### config.mk
export PLATFORM = sky130hd
export DESIGN_NAME = addr_tmr_pipe
export DESIGN_NICKNAME = d
export VERILOG_FILES = /design/src/rtl/addr_ft_pkg.sv /design/src/rtl/addr_tmr_seg.sv /design/src/rtl/addr_tmr_pipe.sv
export SDC_FILE = /design/constraint.sdc
export NUM_CORES = 1
export LEC_CHECK = 0
export CAP_MARGIN = 20
export CORE_UTILIZATION = 48
export DETAILED_ROUTE_END_ITERATION = 8
export PLACE_DENSITY = 0.79
export SYNTH_ARGS = -nofsm -noshare
export SYNTH_HDL_FRONTEND = slang
export SYNTH_SLANG_ARGS = --single-unit
### constraint.sdc
create_clock -name clk -period 2.3 [get_ports clk]
set_clock_uncertainty 0.1 [all_clocks]
set_input_delay 0.46 -clock clk [delete_from_list [all_inputs] [get_ports clk]]
set_output_delay 0.46 -clock clk [all_outputs]
set_load 0.01 [all_outputs]
### src/rtl/addr_ft_pkg.sv
// Shared constants and helpers for the triple-lane, segment-pipelined adder.
// Provides the lane count, no-injection tag, stage-count calculation and majority voter.
package addr_ft_pkg;

    localparam int N_LANES = 3;
    localparam logic [1:0] INJ_NONE = 2'd3;

    function automatic int nstg(input int width, input int seg);
        return (width + seg - 1) / seg;
    endfunction

    // Bitwise majority of three bits; callers apply it per bit.
    function automatic logic maj3(input logic x, input logic y, input logic z);
        return (x & y) | (x & z) | (y & z);
    endfunction

endpackage

### src/rtl/addr_tmr_seg.sv
// One pipeline stage: three redundant segment adders with fault injection,
// a bitwise voter, and the disagreement (fault) indicator.
module addr_tmr_seg
    import addr_ft_pkg::*;
#(
    parameter int SW    = 4,
    parameter int OFF   = 0,
    parameter int WIDTH = 8,
    parameter int IW    = 4,
    parameter bit LAST  = 1'b0
) (
    input  logic [SW-1:0] a_seg,
    input  logic [SW-1:0] b_seg,
    input  logic          cin,
    input  logic [1:0]    inj_lane,
    input  logic [IW-1:0] inj_bit,
    output logic [SW-1:0] sum_seg,
    output logic          cout,
    output logic          fault
);

    logic [SW:0]   raw_s [N_LANES];
    logic [SW-1:0] lane_s [N_LANES];
    logic          lane_c [N_LANES];

    // Lane adders with the injected flip, then voting and fault detection.
    always_comb begin
        for (int l = 0; l < N_LANES; l++) begin
            raw_s[l]  = (SW+1)'(a_seg) + (SW+1)'(b_seg) + (SW+1)'(cin);
            lane_s[l] = raw_s[l][SW-1:0];
            lane_c[l] = raw_s[l][SW];
            if (inj_lane == 2'(l)) begin
                for (int i = 0; i < SW; i++) begin
                    if (inj_bit == IW'(OFF + i)) begin
                        lane_s[l][i] = ~lane_s[l][i];
                    end else begin
                        lane_s[l][i] = lane_s[l][i];
                    end
                end
                // Carry-out of the final segment is addressed as bit WIDTH.
                if (LAST && (inj_bit == IW'(WIDTH))) begin
                    lane_c[l] = ~lane_c[l];
                end else begin
                    lane_c[l] = lane_c[l];
                end
            end else begin
                lane_c[l] = lane_c[l];
            end
        end

        for (int i = 0; i < SW; i++) begin
            sum_seg[i] = maj3(lane_s[0][i], lane_s[1][i], lane_s[2][i]);
        end
        cout = maj3(lane_c[0], lane_c[1], lane_c[2]);

        fault = 1'b0;
        for (int l = 0; l < N_LANES; l++) begin
            fault = fault | (|(lane_s[l] ^ sum_seg)) | (lane_c[l] ^ cout);
        end
    end

endmodule

### src/rtl/addr_tmr_pipe.sv
// Pipelined fault-resilient adder: one voted segment per stage, all stages
// advance together, plus a saturating count of faulty delivered results.
module addr_tmr_pipe
    import addr_ft_pkg::*;
#(
    parameter int WIDTH = 8,
    parameter int SEG   = 4,
    parameter int CNT_W = 8
) (
    input  logic                       clk,
    input  logic                       rst,
    input  logic                       in_valid,
    output logic                       in_ready,
    input  logic [WIDTH-1:0]           a,
    input  logic [WIDTH-1:0]           b,
    input  logic                       inj_en,
    input  logic [1:0]                 inj_lane,
    input  logic [$clog2(WIDTH+1)-1:0] inj_bit,
    output logic                       out_valid,
    input  logic                       out_ready,
    output logic [WIDTH:0]             sum,
    output logic                       fault_flag,
    input  logic                       clr_cnt,
    output logic [CNT_W-1:0]           fault_cnt
);

    localparam int NSTG = nstg(WIDTH, SEG);
    localparam int IW   = $clog2(WIDTH + 1);
    localparam int NP   = (NSTG > 1) ? (NSTG - 1) : 1;
    localparam logic [CNT_W-1:0] CNT_MAX = {CNT_W{1'b1}};

    // Inter-stage registers; the final stage writes the output registers instead.
    logic             v_q   [NP];
    logic [WIDTH-1:0] a_q   [NP];
    logic [WIDTH-1:0] b_q   [NP];
    logic [WIDTH-1:0] s_q   [NP];
    logic             c_q   [NP];
    logic             f_q   [NP];
    logic [1:0]       l_q   [NP];
    logic [IW-1:0]    bit_q [NP];

    logic             out_valid_q;
    logic [WIDTH:0]   sum_q;
    logic             fault_q;
    logic [CNT_W-1:0] cnt_q, cnt_d;
    logic             adv_s;

    assign adv_s      = !out_valid_q || out_ready;
    assign in_ready   = adv_s;
    assign out_valid  = out_valid_q;
    assign sum        = sum_q;
    assign fault_flag = fault_q;
    assign fault_cnt  = cnt_q;

    for (genvar k = 0; k < NSTG; k++) begin : g_stg
        localparam int LO = k * SEG;
        localparam int HI = ((LO + SEG) > WIDTH) ? (WIDTH - 1) : (LO + SEG - 1);
        localparam int SW = HI - LO + 1;

        logic [SW-1:0]    a_seg_s, b_seg_s, seg_sum_s;
        logic [WIDTH-1:0] st_s_s, nx_s_s;
        logic             st_c_s, st_f_s, st_v_s, seg_c_s, seg_f_s;
        logic [1:0]       st_l_s;
        logic [IW-1:0]    st_b_s;

        if (k == 0) begin : g_src
            assign a_seg_s = a[HI:LO];
            assign b_seg_s = b[HI:LO];
            assign st_s_s  = {WIDTH{1'b0}};
            assign st_c_s  = 1'b0;
            assign st_f_s  = 1'b0;
            assign st_v_s  = in_valid;
            // The tag is only meaningful when inj_en accompanies an accept.
            assign st_l_s  = inj_en ? inj_lane : INJ_NONE;
            assign st_b_s  = inj_bit;
        end else begin : g_src
            assign a_seg_s = a_q[k-1][HI:LO];
            assign b_seg_s = b_q[k-1][HI:LO];
            assign st_s_s  = s_q[k-1];
            assign st_c_s  = c_q[k-1];
            assign st_f_s  = f_q[k-1];
            assign st_v_s  = v_q[k-1];
            assign st_l_s  = l_q[k-1];
            assign st_b_s  = bit_q[k-1];
        end

        addr_tmr_seg #(
            .SW   (SW),
            .OFF  (LO),
            .WIDTH(WIDTH),
            .IW   (IW),
            .LAST (k == NSTG - 1)
        ) u_seg (
            .a_seg   (a_seg_s),
            .b_seg   (b_seg_s),
            .cin     (st_c_s),
            .inj_lane(st_l_s),
            .inj_bit (st_b_s),
            .sum_seg (seg_sum_s),
            .cout    (seg_c_s),
            .fault   (seg_f_s)
        );

        // Merge this stage's voted segment into the partial sum.
        always_comb begin
            nx_s_s        = st_s_s;
            nx_s_s[HI:LO] = seg_sum_s;
        end

        if (k < NSTG - 1) begin : g_pipe
            logic [WIDTH-1:0] fa_s, fb_s;

            if (k == 0) begin : g_fwd
                assign fa_s = a;
                assign fb_s = b;
            end else begin : g_fwd
                assign fa_s = a_q[k-1];
                assign fb_s = b_q[k-1];
            end

            // Stage register: operands travel along for the later segments.
            always_ff @(posedge clk) begin
                if (rst) begin
                    v_q[k]   <= 1'b0;
                    a_q[k]   <= {WIDTH{1'b0}};
                    b_q[k]   <= {WIDTH{1'b0}};
                    s_q[k]   <= {WIDTH{1'b0}};
                    c_q[k]   <= 1'b0;
                    f_q[k]   <= 1'b0;
                    l_q[k]   <= INJ_NONE;
                    bit_q[k] <= {IW{1'b0}};
                end else if (adv_s) begin
                    v_q[k]   <= st_v_s;
                    a_q[k]   <= fa_s;
                    b_q[k]   <= fb_s;
                    s_q[k]   <= nx_s_s;
                    c_q[k]   <= seg_c_s;
                    f_q[k]   <= st_f_s | seg_f_s;
                    l_q[k]   <= st_l_s;
                    bit_q[k] <= st_b_s;
                end
            end
        end else begin : g_out
            // Output register; holds while the consumer stalls.
            always_ff @(posedge clk) begin
                if (rst) begin
                    out_valid_q <= 1'b0;
                    sum_q       <= {(WIDTH+1){1'b0}};
                    fault_q     <= 1'b0;
                end else if (adv_s) begin
                    out_valid_q <= st_v_s;
                    sum_q       <= {seg_c_s, nx_s_s};
                    fault_q     <= st_f_s | seg_f_s;
                end
            end
        end
    end

    // Counter next state: clear wins over increment, increment saturates.
    always_comb begin
        if (clr_cnt) begin
            cnt_d = {CNT_W{1'b0}};
        end else if (out_valid_q && out_ready && fault_q && (cnt_q != CNT_MAX)) begin
            cnt_d = cnt_q + CNT_W'(1);
        end else begin
            cnt_d = cnt_q;
        end
    end

    // Fault counter register.
    always_ff @(posedge clk) begin
        if (rst) begin
            cnt_q <= {CNT_W{1'b0}};
        end else begin
            cnt_q <= cnt_d;
        end
    end

endmodule

[Yosys cells after proc, flatten, opt, wreduce, memory -nomap -nowiden]
Memories as Yosys holds them, arrays and structs flattened. A register that Yosys moved wholly into a read port is not among the register bits.
Index checks and enable logic that the tools add are counted.
Storage, ports and cells
  bits in registers: 18
  bits in latches: 0
  bits in writable memories: 29
  bits in read-only memories: 0
  bits of input ports: 28
  output and inout port bits: 20
  word-level logic and storage cells: 162
  memories: 8
Cells by class
  $add $sub $neg: 4
  multipliers: 0
  divide/modulo/power cells: 0
  $lt $le $gt $ge: 0
  equality and inequality tests: 13
  shifts and indexed selects: 0
  multiplexer cells: 40
  bitwise operators: 71
  reductions and logical operators: 23
Memories
  a_q: words 1, bits a word 8, read ports 1, clocked after Yosys merged registers in 0, wr ports 1, RTL line addr_tmr_pipe.sv:34  | logic [WIDTH-1:0] a_q [NP];
  b_q: words 1, bits a word 8, read ports 1, clocked after Yosys merged registers in 0, wr ports 1, RTL line addr_tmr_pipe.sv:35  | logic [WIDTH-1:0] b_q [NP];
  bit_q: words 1, bits a word 4, read ports 1, clocked after Yosys merged registers in 0, wr ports 1, RTL line addr_tmr_pipe.sv:40  | logic [IW-1:0] bit_q [NP];
  s_q: words 1, bits a word 4, read ports 1, clocked after Yosys merged registers in 1, wr ports 1, RTL line addr_tmr_pipe.sv:36  | logic [WIDTH-1:0] s_q [NP];
  l_q: words 1, bits a word 2, read ports 1, clocked after Yosys merged registers in 0, wr ports 1, RTL line addr_tmr_pipe.sv:39  | logic [1:0] l_q [NP];
  c_q: words 1, bits a word 1, read ports 1, clocked after Yosys merged registers in 0, wr ports 1, RTL line addr_tmr_pipe.sv:37  | logic c_q [NP];
  +2 memories
Operators with widths (number)
  two-way mux 4 bit: 8
  OR reduction 4 bit: 8
  two-way mux 1 bit: 28
  AND 1 bit: 27
  OR 1 bit: 26
  bitwise XOR 4 bit: 6
  == test 4 x 3 -> 1 bit (second input constant): 4
  two-way mux 8 bit: 2
  OR reduction 8 bit: 2
  adder 4 x 4 -> 5 bit: 2
  inverter 1 bit: 9
  adder 8 x 1 -> 8 bit (second input constant): 1
  == test 4 x 2 -> 1 bit (second input constant): 2
  inequality test 8 bit (second input constant): 1
  adder 5 x 1 -> 5 bit: 1
  == test 2 x 1 -> 1 bit (second input constant): 2
  == test 2 bit (second input constant): 2
  == test 4 x 1 -> 1 bit (second input constant): 1
  == test 4 bit (second input constant): 1
  logical NOT 2 bit: 2
  logical NOT 4 bit: 1
  two-way mux 2 bit: 2
  OR reduction 2 bit: 2
  logical AND 1 bit: 3
  4 further kinds: 8

[Depth between registers and ports, before layout]
Gate-level depths: netlist of run 1.
An unclocked memory read counts as a cell.
  word-level depth: 17
  mapped depth: 7
  depth with buffers taken out: 7

[Cells and area by module]
Synthesis of run 1 repeated with hierarchy kept, for this count alone.
Unflattened totals
  cell total of the unflattened synthesis: 187
  area, all modules: 1959.4 sq um
By module, submodules not included
  addr_tmr_pipe: times used 1, cells an instance 148, area an instance 1627.8 sq um, seq. area each 1011.0 sq um
  addr_tmr_seg (g_stg[1].u_seg): times used 1, cells an instance 21, area an instance 176.4 sq um, seq. area each 0.0 sq um
  addr_tmr_seg (g_stg[0].u_seg): times used 1, cells an instance 18, area an instance 155.1 sq um, seq. area each 0.0 sq um

[Worst setup path after synthesis of run 1]
Ideal clock, no wire load.
  path type: input -> register
  start: input rst
  end: memory a_q[0][4] (enable)
  library setup time: 0.381 ns
  data arrival time: 1.303 ns
  data required time: 1.819 ns
  slack: 0.516 ns
  cell stages on the path: 2
  buffers on the path: 1
  cells stage by stage: clkbuf_1 -> nand2b_1
On the way
  word-level cells in the longest chain between the ends: 4
  elaborated cells between the ends (all ways): 6
  classes of those cells: 5 x mux; 1 x reduce/logical
Ends and longest elaborated chain
  start, declared: RTL line addr_tmr_pipe.sv:11  | input logic rst,
  two-way mux 1 bit: RTL line addr_tmr_pipe.sv:123  | if (rst) begin
  two-way mux 1 bit (not written as such): RTL line addr_tmr_pipe.sv:134  | a_q[k] <= fa_s;
  OR reduction 8 bit (no line)
  two-way mux 1 bit (no line) (*)
  end, declared: RTL line addr_tmr_pipe.sv:34
Every way passes the cells marked *; elsewhere a longest branch is shown, timed or not.

[Worst setup path in the final report of run 1]
  start: input out_ready
  end: output in_ready
On the way
  word-level cells in the longest chain between the ends: 1
Ends and longest elaborated chain
  start, declared: RTL line addr_tmr_pipe.sv:20  | input logic out_ready,
  logical OR 1 bit: RTL line addr_tmr_pipe.sv:48  | assign adv_s = !out_valid_q || out_ready;
  end, declared: RTL line addr_tmr_pipe.sv:13  | output logic in_ready,
No other way between the ends.

==> impl.org, run 1 <==
** Critical path
- Worst Path Buf+Inv :: 3
- The worst setup path is launched from an input port.
- The slowest stage of the critical path belongs to the cell sky130_fd_sc_hd__clkdlybuf4s50_1.
- For the worst setup path, the data required time is 1.74 ns.
- Crit-path max cell delay :: 0.49 ns
- Walking the worst path, the cells encountered are clkdlybuf4s50_1, nor2b_1, inv_1, clkdlybuf4s50_1.
- For the worst flop-to-flop path, the logic depth is 4.
- The critical path is of the input port to primary output type.
- In this run the worst path has a maximum fanout of 2.
- Sort of element at the end of the critical path :: primary output
- In this run the worst setup path begins at out_ready.
- Start of the worst register-to-register path :: c_q[0]$_DFFE_PP_
- In this design, the critical path's most frequently occurring cell is sky130_fd_sc_hd__clkdlybuf4s50_1.
- Counting buffers and inverters, the worst setup path is 4 cells deep.
- The kind of cell with the highest combined delay along the critical path is buffers and inverters.
- Data on the critical path arrives at its endpoint at 1.66 ns.

** Timing
- Share of the clock period used by the worst path after layout :: 96.5%
- The final number of max-transition violations is 0.
- On the final layout, the worst hold slack is 0.353 ns.
- TNS Setup :: 0 ns
- For the pin with the worst max-slew slack, the measured transition is 0.347 ns.
- Setup violations remaining at the end of the flow were counted as 0.
- The number of failing hold endpoints at the final stage was 0.
- The routed design could run at a clock period as short as 2.22 ns.
- Setup repair after global routing left no endpoint under its margin.
- In this run the tightest slew margin relative to its limit is 76.6%.
- Static timing analysis puts the maximum clock frequency at 450 MHz.
- Setup slack closes at 0.0798 ns.

** Route
- Routed length per instance :: 13.1 µm
- Met2 wire len :: 1.78 mm
- Number of DRC markers after the initial detailed-route iteration :: 52
- The detailed router placed 1379 vias in this run.
- Mean number of vias per cell :: 5.09
- Final wirelength :: 3.56 mm
- The detail route stage leaves a number of antenna-violating nets equal to 0.
- The highest layer touched by signal routing is met4.
- DRC Markers :: 0
- Total iterations of the first detailed-routing run :: 4
- Met3 routed wirelength :: 170 µm
- After detailed routing, the wire length on met1 is 1.52 mm.

** Clock network
- Maximum clock insertion buffer count :: 2
- Post-CTS clock slew at the launch and capture registers of the worst setup and hold paths :: 0.07 ns
- Source-to-sink clock delay at the later pin of the worst-skew pair :: 0.29 ns
- Cells resized by post-CTS repair :: 0
- Clock buffer count from CTS :: 5
- Maximum level of the CTS H-tree :: 2
- CTS hold repair buffers :: 0
- The number of setup buffers added after CTS is 0.
- TritonCTS clock tree :: yes
- Clock sink count :: 40
- Root Buffer Master :: sky130_fd_sc_hd__clkbuf_8

** Synth
- Main synth FF type :: sky130_fd_sc_hd__edfxtp_1
- Number of cells produced by synthesis :: 166
- Leading cell type by number of instances after synthesis :: sky130_fd_sc_hd__edfxtp_1
- Most common library cells after synthesis :: sky130_fd_sc_hd__edfxtp_1, sky130_fd_sc_hd__dfxtp_1, sky130_fd_sc_hd__and2_1, sky130_fd_sc_hd__nand2_1, sky130_fd_sc_hd__nor2_1
- In this run the cell area of the synthesized design comes to 0.00182 mm².
- In the synthesized netlist the async set-or-reset flop fraction comes to 0%.
- Number of unique standard cell types used by synthesis :: 37
- A synthesized cell averages 11.0 µm².
- Synthesis Warnings :: 0
- Post-synth net total :: 205
- Cell type with the highest aggregate area in the netlist :: sky130_fd_sc_hd__edfxtp_1
- Sequential cells were found to cover 55.5% of the synthesized design area.
- The synthesized design contains 40 register bits.
- Ranked by total cell area, the synthesized netlist is headed by sky130_fd_sc_hd__edfxtp_1, sky130_fd_sc_hd__dfxtp_1, sky130_fd_sc_hd__and2_1.
- Area fraction of the dominant cell type after synthesis :: 34.6%
- In this run, synthesis inferred 21 flip-flops with an integrated enable.

** Floorplan
- In this run the vertical extent of the chip is 63.6 µm.
- In this run the standard cell core region covers 0.00366 mm².
- Number of top-level design ports :: 48
- The floorplan step defined a die boundary enclosing 0.00405 mm².
- Once the floorplan was initialized, standard cells occupied 49.8% of the core.
- From left edge to right edge, the die measures 63.6 µm.
- Number of cell rows :: 22

** Global routing
- Entering global routing, the biggest net connects 19 pins.
- Global routing consumed, over all layers together, 20.4% of the routing resources.
- Number of antenna violations at the first check in global routing :: 0
- The number of global-route vias before repair is 1436.
- Global route total overflow :: 0
- Global-route wire length before repair :: 6.19 mm

** Pwr
- Dividing total power by cell area gives a power density of 600 mW/mm².
- Reported leakage power :: 0.977 nW
- VDD sags by at most 493 µV.

** Layout
- Number of fillers in the final layout :: 274
- Cells with a size suffix above 1 make up 9.87% of the layout.
- Relative to the synthesized area, the layout overhead comes to 35.7%.
- Final layout net count :: 261
- Count of antenna diodes in the layout :: 0
- The count of cells in the finished layout, fillers not included, comes to 271.
- At the end of the flow the core is filled with cells to 67.5%.

** Job
- Max-cap violations in this run came to 0.

** Placed design
- Post-Place Cells :: 263
- RD Place Congestion :: 0.762
- Buffers placed on the I/O ports in this run total 47.
- Before CTS, the worst setup slack after placement is -0.00798 ns.
- Once detailed placement completed, the half-perimeter wirelength came to 2.78 mm.

** Min path
- In this run the most critical hold path is launched from sum[3]$_SDFFE_PP0N_.
- The worst hold path was traced through 2 stages.
- The tightest min-delay check is of the register to register type.

** Outcome
- Run status :: finished, final reports clean
## layer usage
metal  vias up  track usage (%)
li1        689                -
met1       635             24.2
met2        46             34.3
met3         9             5.07
met4         0             9.66
met5         -                0
## flip-flops by register name, indices dropped and copies added, names as in the netlist
register    count
b_q             4
v_q             1
fault_flag      1
c_q             1
a_q             4
fault_cnt       8
bit_q           4
out_valid       1
l_q             2
s_q             4
f_q             1
sum             9
## path summary, 6_finish.rpt
check,end,slack (ns)
max,in_ready,0.08
min,sum[3]$_SDFFE_PP0N_,0.35
max reg2reg,sum[5]$_SDFFE_PP0N_,0.52
min reg2reg,sum[3]$_SDFFE_PP0N_,0.35
## placed cells by master, fill, tap and decap left out, drive strengths merged, types with 3 or more instances in the layout
| cell | instances |
|---|---|
| a21oi | 11 |
| dfxtp | 19 |
| or2 | 3 |
| o21ai | 3 |
| fa | 3 |
| and2 | 16 |
| nor3 | 6 |
| clkdlybuf4s50 | 47 |
| nor2 | 14 |
| nand2 | 13 |
| inv | 5 |
| edfxtp | 21 |
| ha | 8 |
| nor2b | 3 |
| a21o | 3 |
| clkbuf | 7 |
| xor2 | 5 |
| nand3 | 3 |
| and3 | 3 |
| buf | 9 |
## worst register-to-register path: cells and delay by family, from the launching register on
family / cells / cell delay [ns]
DFF: 1 / 0.42
adders and majority gates: 2 / 0.89
AOI/OAI and AO/OA: 1 / 0.20
buffers and inverters: 1 / 0.09
## cell families after synthesis
logic type                 count (synthesis)  share of synthesized area (%)
AOI/OAI and AO/OA                         24                           8.31
xor gates and xnor gates                   7                           3.37
DFF                                       40                           55.5
buffers and inverters                     12                           2.61
muxes                                      1                          0.549
adders and majority gates                 11                           8.79
and+or+nand+nor                           71                           20.9
## where the power goes
part,switching [W],total [W],internal [W]
Sequential,0.0000222,0.000824,0.000802
Combinational,0.0000900,0.000220,0.000130
Clock,0.000228,0.000441,0.000213
Total,0.000340,0.00148,0.00114
## layout make-up
cell class                      instances  area, µm²  area share, %
Clock buffer                            7       76.3           3.09
Clock inverter                          1       5.00          0.202
Inverter                                5       18.8          0.759
Multi-Input combinational cell        114        763           30.9
Sequential cell                        40       1010           40.9
Tap cell                               48       60.1           2.43
Timing Repair Buffer                   56        538           21.8
## per-stage QoR
stage                     power [W]  instance area, µm²
after floorplan            0.000939                1820
final                       0.00148                2470
after detailed placement    0.00106                2390
after global routing        0.00156                2470
after global placement      0.00105                2390
after CTS                   0.00150                2470
Note: power is estimated with default switching activity, not from simulation.
==> inputs of run 2 (changes only) <==
CORE_MARGIN = 4   (was unset)
==> run 2 against run 1 <==
Hold slack improved by 0.0076 ns. Register-to-register slack improved by 0.06 ns. Count of clock-buffer cells in the layout fell by 1. Die area rose by 20%. Via count rose by 1.1%. Combinational power barely moved. Largest power group unchanged. Critical path depth did not move. Power rose by 2.4%.
==> impl.org, run 2 (synthesized netlist as in run 1, its figures left out) <==
** Timing
- The achievable clock frequency came to 453 MHz (+0.51%).
- Max Transition Viols Final :: 0 (unchanged)
- The actual slew at the worst max-slew pin came to 0.410 ns (+0.0633 ns).
- Final hold slack :: 0.361 ns (+0.00761 ns)
- The share of the clock period used by the worst path after layout came to 96.0% (-0.49 points).
- Setup violators final :: 0 (unchanged)
- The clock period minus final worst setup slack is 2.21 ns (-0.0112 ns).
- Fin. Hold Viols :: 0 (unchanged)
- RSZ-0062 raised after global routing :: false
- The worst max-slew margin expressed relative to the limit was 72.0% (-4.7 points).
- TNS Setup :: 0 ns (unchanged)

** Clock network
- Post-CTS clock slew at the launch and capture registers of the worst setup and hold paths :: 0.08 ns (about the same)
- Root Buffer Master :: sky130_fd_sc_hd__clkbuf_8
- Cells resized by post-CTS repair :: 0 (unchanged)
- Maximum level of the CTS H-tree :: 2 (unchanged)
- Clock sink count :: 40 (unchanged)
- Count of buffers added by post-CTS timing repair for setup :: 0 (unchanged)
- CTS hold repair buffers :: 0 (unchanged)
- TritonCTS built the clock tree.
- The maximum count of clock buffers along a single path was 2 (unchanged).
- The number of clock buffers inserted by TritonCTS came to 5 (unchanged).
- The latest clock arrival within the worst-skew pair is 0.29 ns (about the same).

** Global routing
- The maximum number of pins on one net before global-route repair came to 18 (-1).
- The total routing resource utilization after global routing is 16.7% (-3.7 points).
- Vias in the first global route :: 1442 (+0.42%)
- The initial antenna violation count came to 0 (unchanged).
- The global-route congestion overflow total was 0 (unchanged).
- The wire length of the first global-routing pass is 6.44 mm (+4.0%).

** Layout
- Commonest cells after routing, fill and taps aside :: sky130_fd_sc_hd__clkdlybuf4s50_1, sky130_fd_sc_hd__edfxtp_1, sky130_fd_sc_hd__dfxtp_1, sky130_fd_sc_hd__and2_1
- The final-stage net count is 259 (-0.77%).
- The number of diodes was 0 (unchanged).
- Flip-flop count of the largest register, all copies and words added :: 9 (unchanged)
- Synth-to-Final Area Change :: 35.5%
- The library cell used most frequently in the layout, excluding fill and tap cells, is sky130_fd_sc_hd__clkdlybuf4s50_1.
- Non-filler instance count after layout :: 269 (-0.74%)
- Ratio of cells with drive above 1 in the final layout :: 9.95% (+0.089 points)

** Critical path
- Critical path start-end classification :: input port to primary output
- STA classifies the critical path endpoint as a primary output.
- The top fanout value on the critical path was 2 (unchanged).
- Required @ worst endpoint :: 1.74 ns (about the same)
- The worst setup path is launched from an input port.
- The arrival time of the worst setup path came to 1.65 ns (about the same).

** Job
- The number of max-cap violations was 0 (unchanged).

** Pwr
- Worst IR drop on VDD :: 393 µV (-20%)
- Reported leakage power :: 0.976 nW (about the same)
- The cell area power density was 616 mW/mm² (+2.6%).

** Outcome
- Run status :: finished, final reports clean

** Placed design
- RD Place Congestion :: 0.737 (-3.2%)
- The post-placement cell count was 261 (-0.76%).
- The HPWL after detailed placement came to 2.97 mm (+6.9%).
- Count of input and output buffers :: 47 (unchanged)

** Floorplan
- The overall die area was 0.00484 mm² (+20%).
- Starting utilization of the core area :: 49.8% (unchanged)
- Die outline width :: 69.6 µm (+9.4%)
- Die height :: 69.6 µm (+9.4%)
- Number of top-level design ports :: 48 (unchanged)
- Number of cell rows :: 22 (unchanged)
- The area of the core region is 0.00366 mm² (unchanged).

** Route
- Total iterations of the first detailed-routing run :: 4 (unchanged)
- Final wirelength :: 3.76 mm (+5.5%)
- The number of DRC violations after detailed routing was 0 (unchanged).
- Number of DRC markers after the initial detailed-route iteration :: 59 (+13%)
- The via count normalized by instance count was 5.18 (+1.8%).
- Residual antenna-violating net count after detailed routing :: 0 (unchanged)
- The overall via count from detail_route came to 1394 (+1.1%).
- The detail-routed net length per standard cell came to 14.0 µm (+6.3%).

** Min path
- Type of the worst min-delay path :: register to register
-- run 2: cell count changes in the layout (fill, tap and decap cells not counted) --
cell                       change
sky130_fd_sc_hd__buf_4         -2
sky130_fd_sc_hd__clkbuf_1      -2
sky130_fd_sc_hd__clkbuf_8      +1
sky130_fd_sc_hd__clkinv_2      +1
-- run 2: path summary, 6_finish.rpt --
kind	start	cells after the start	endpoint	slack, ns
worst min-delay path	sum[4]$_SDFFE_PP0N_	2	sum[4]$_SDFFE_PP0N_	0.36
worst max register to register	c_q[0]$_DFFE_PP_	4	sum[5]$_SDFFE_PP0N_	0.58
worst min register to register	sum[4]$_SDFFE_PP0N_	2	sum[4]$_SDFFE_PP0N_	0.36
worst max-delay path	out_ready	4	in_ready	0.09
-- run 2: worst max-delay path, stage by stage --
cell and delay [ns]:
sky130_fd_sc_hd__clkdlybuf4s50_1 0.49, sky130_fd_sc_hd__nor2b_1 0.07, sky130_fd_sc_hd__inv_1 0.09, sky130_fd_sc_hd__clkdlybuf4s50_1 0.54
-- run 2: per-stage QoR --
step	instance area, µm²	total power, W	util (%)	setup WS [ns]
finish	2470	0.00152	67.4	0.0910
global route	2470	0.00159	67.4	0.0346
CTS	2470	0.00153	67.4	0.0755
detailed placement	2380	0.00106	64.9	0.0247
global placement	2380	0.00105	64.9	0.0840
floorplan	1820	0.000939	-	0.516
-- run 2: power breakdown --
group / total (W) / leakage, nW / switching, W / internal [W]
sequential: 0.000823 / 0.392 / 0.0000216 / 0.000801
clock: 0.000475 / 0.0510 / 0.000236 / 0.000239
combinational: 0.000222 / 0.533 / 0.0000932 / 0.000129
total: 0.00152 / 0.976 / 0.000351 / 0.00117
-- run 2: final cells by class --
cell class,instances,area (µm²)
clock buffers,6,82.6
clock inverters,2,10.0
fillers,285,1190
inverters,5,18.8
multi-input cells,114,763
flip-flops and latches,40,1010
well taps,48,60.1
repair buffers,54,523
-- run 2: layer usage --
| metal | up-vias | track usage, % | wire (µm) |
|---|---|---|---|
| met1 | 663 | 18.0 | 1450 |
| met4 | 0 | 5.42 | 38 |
| met3 | 4 | 6.96 | 275 |
| met5 | - | 0 | 0 |
| met2 | 44 | 29.4 | 2000 |
| li1 | 683 | - | - |
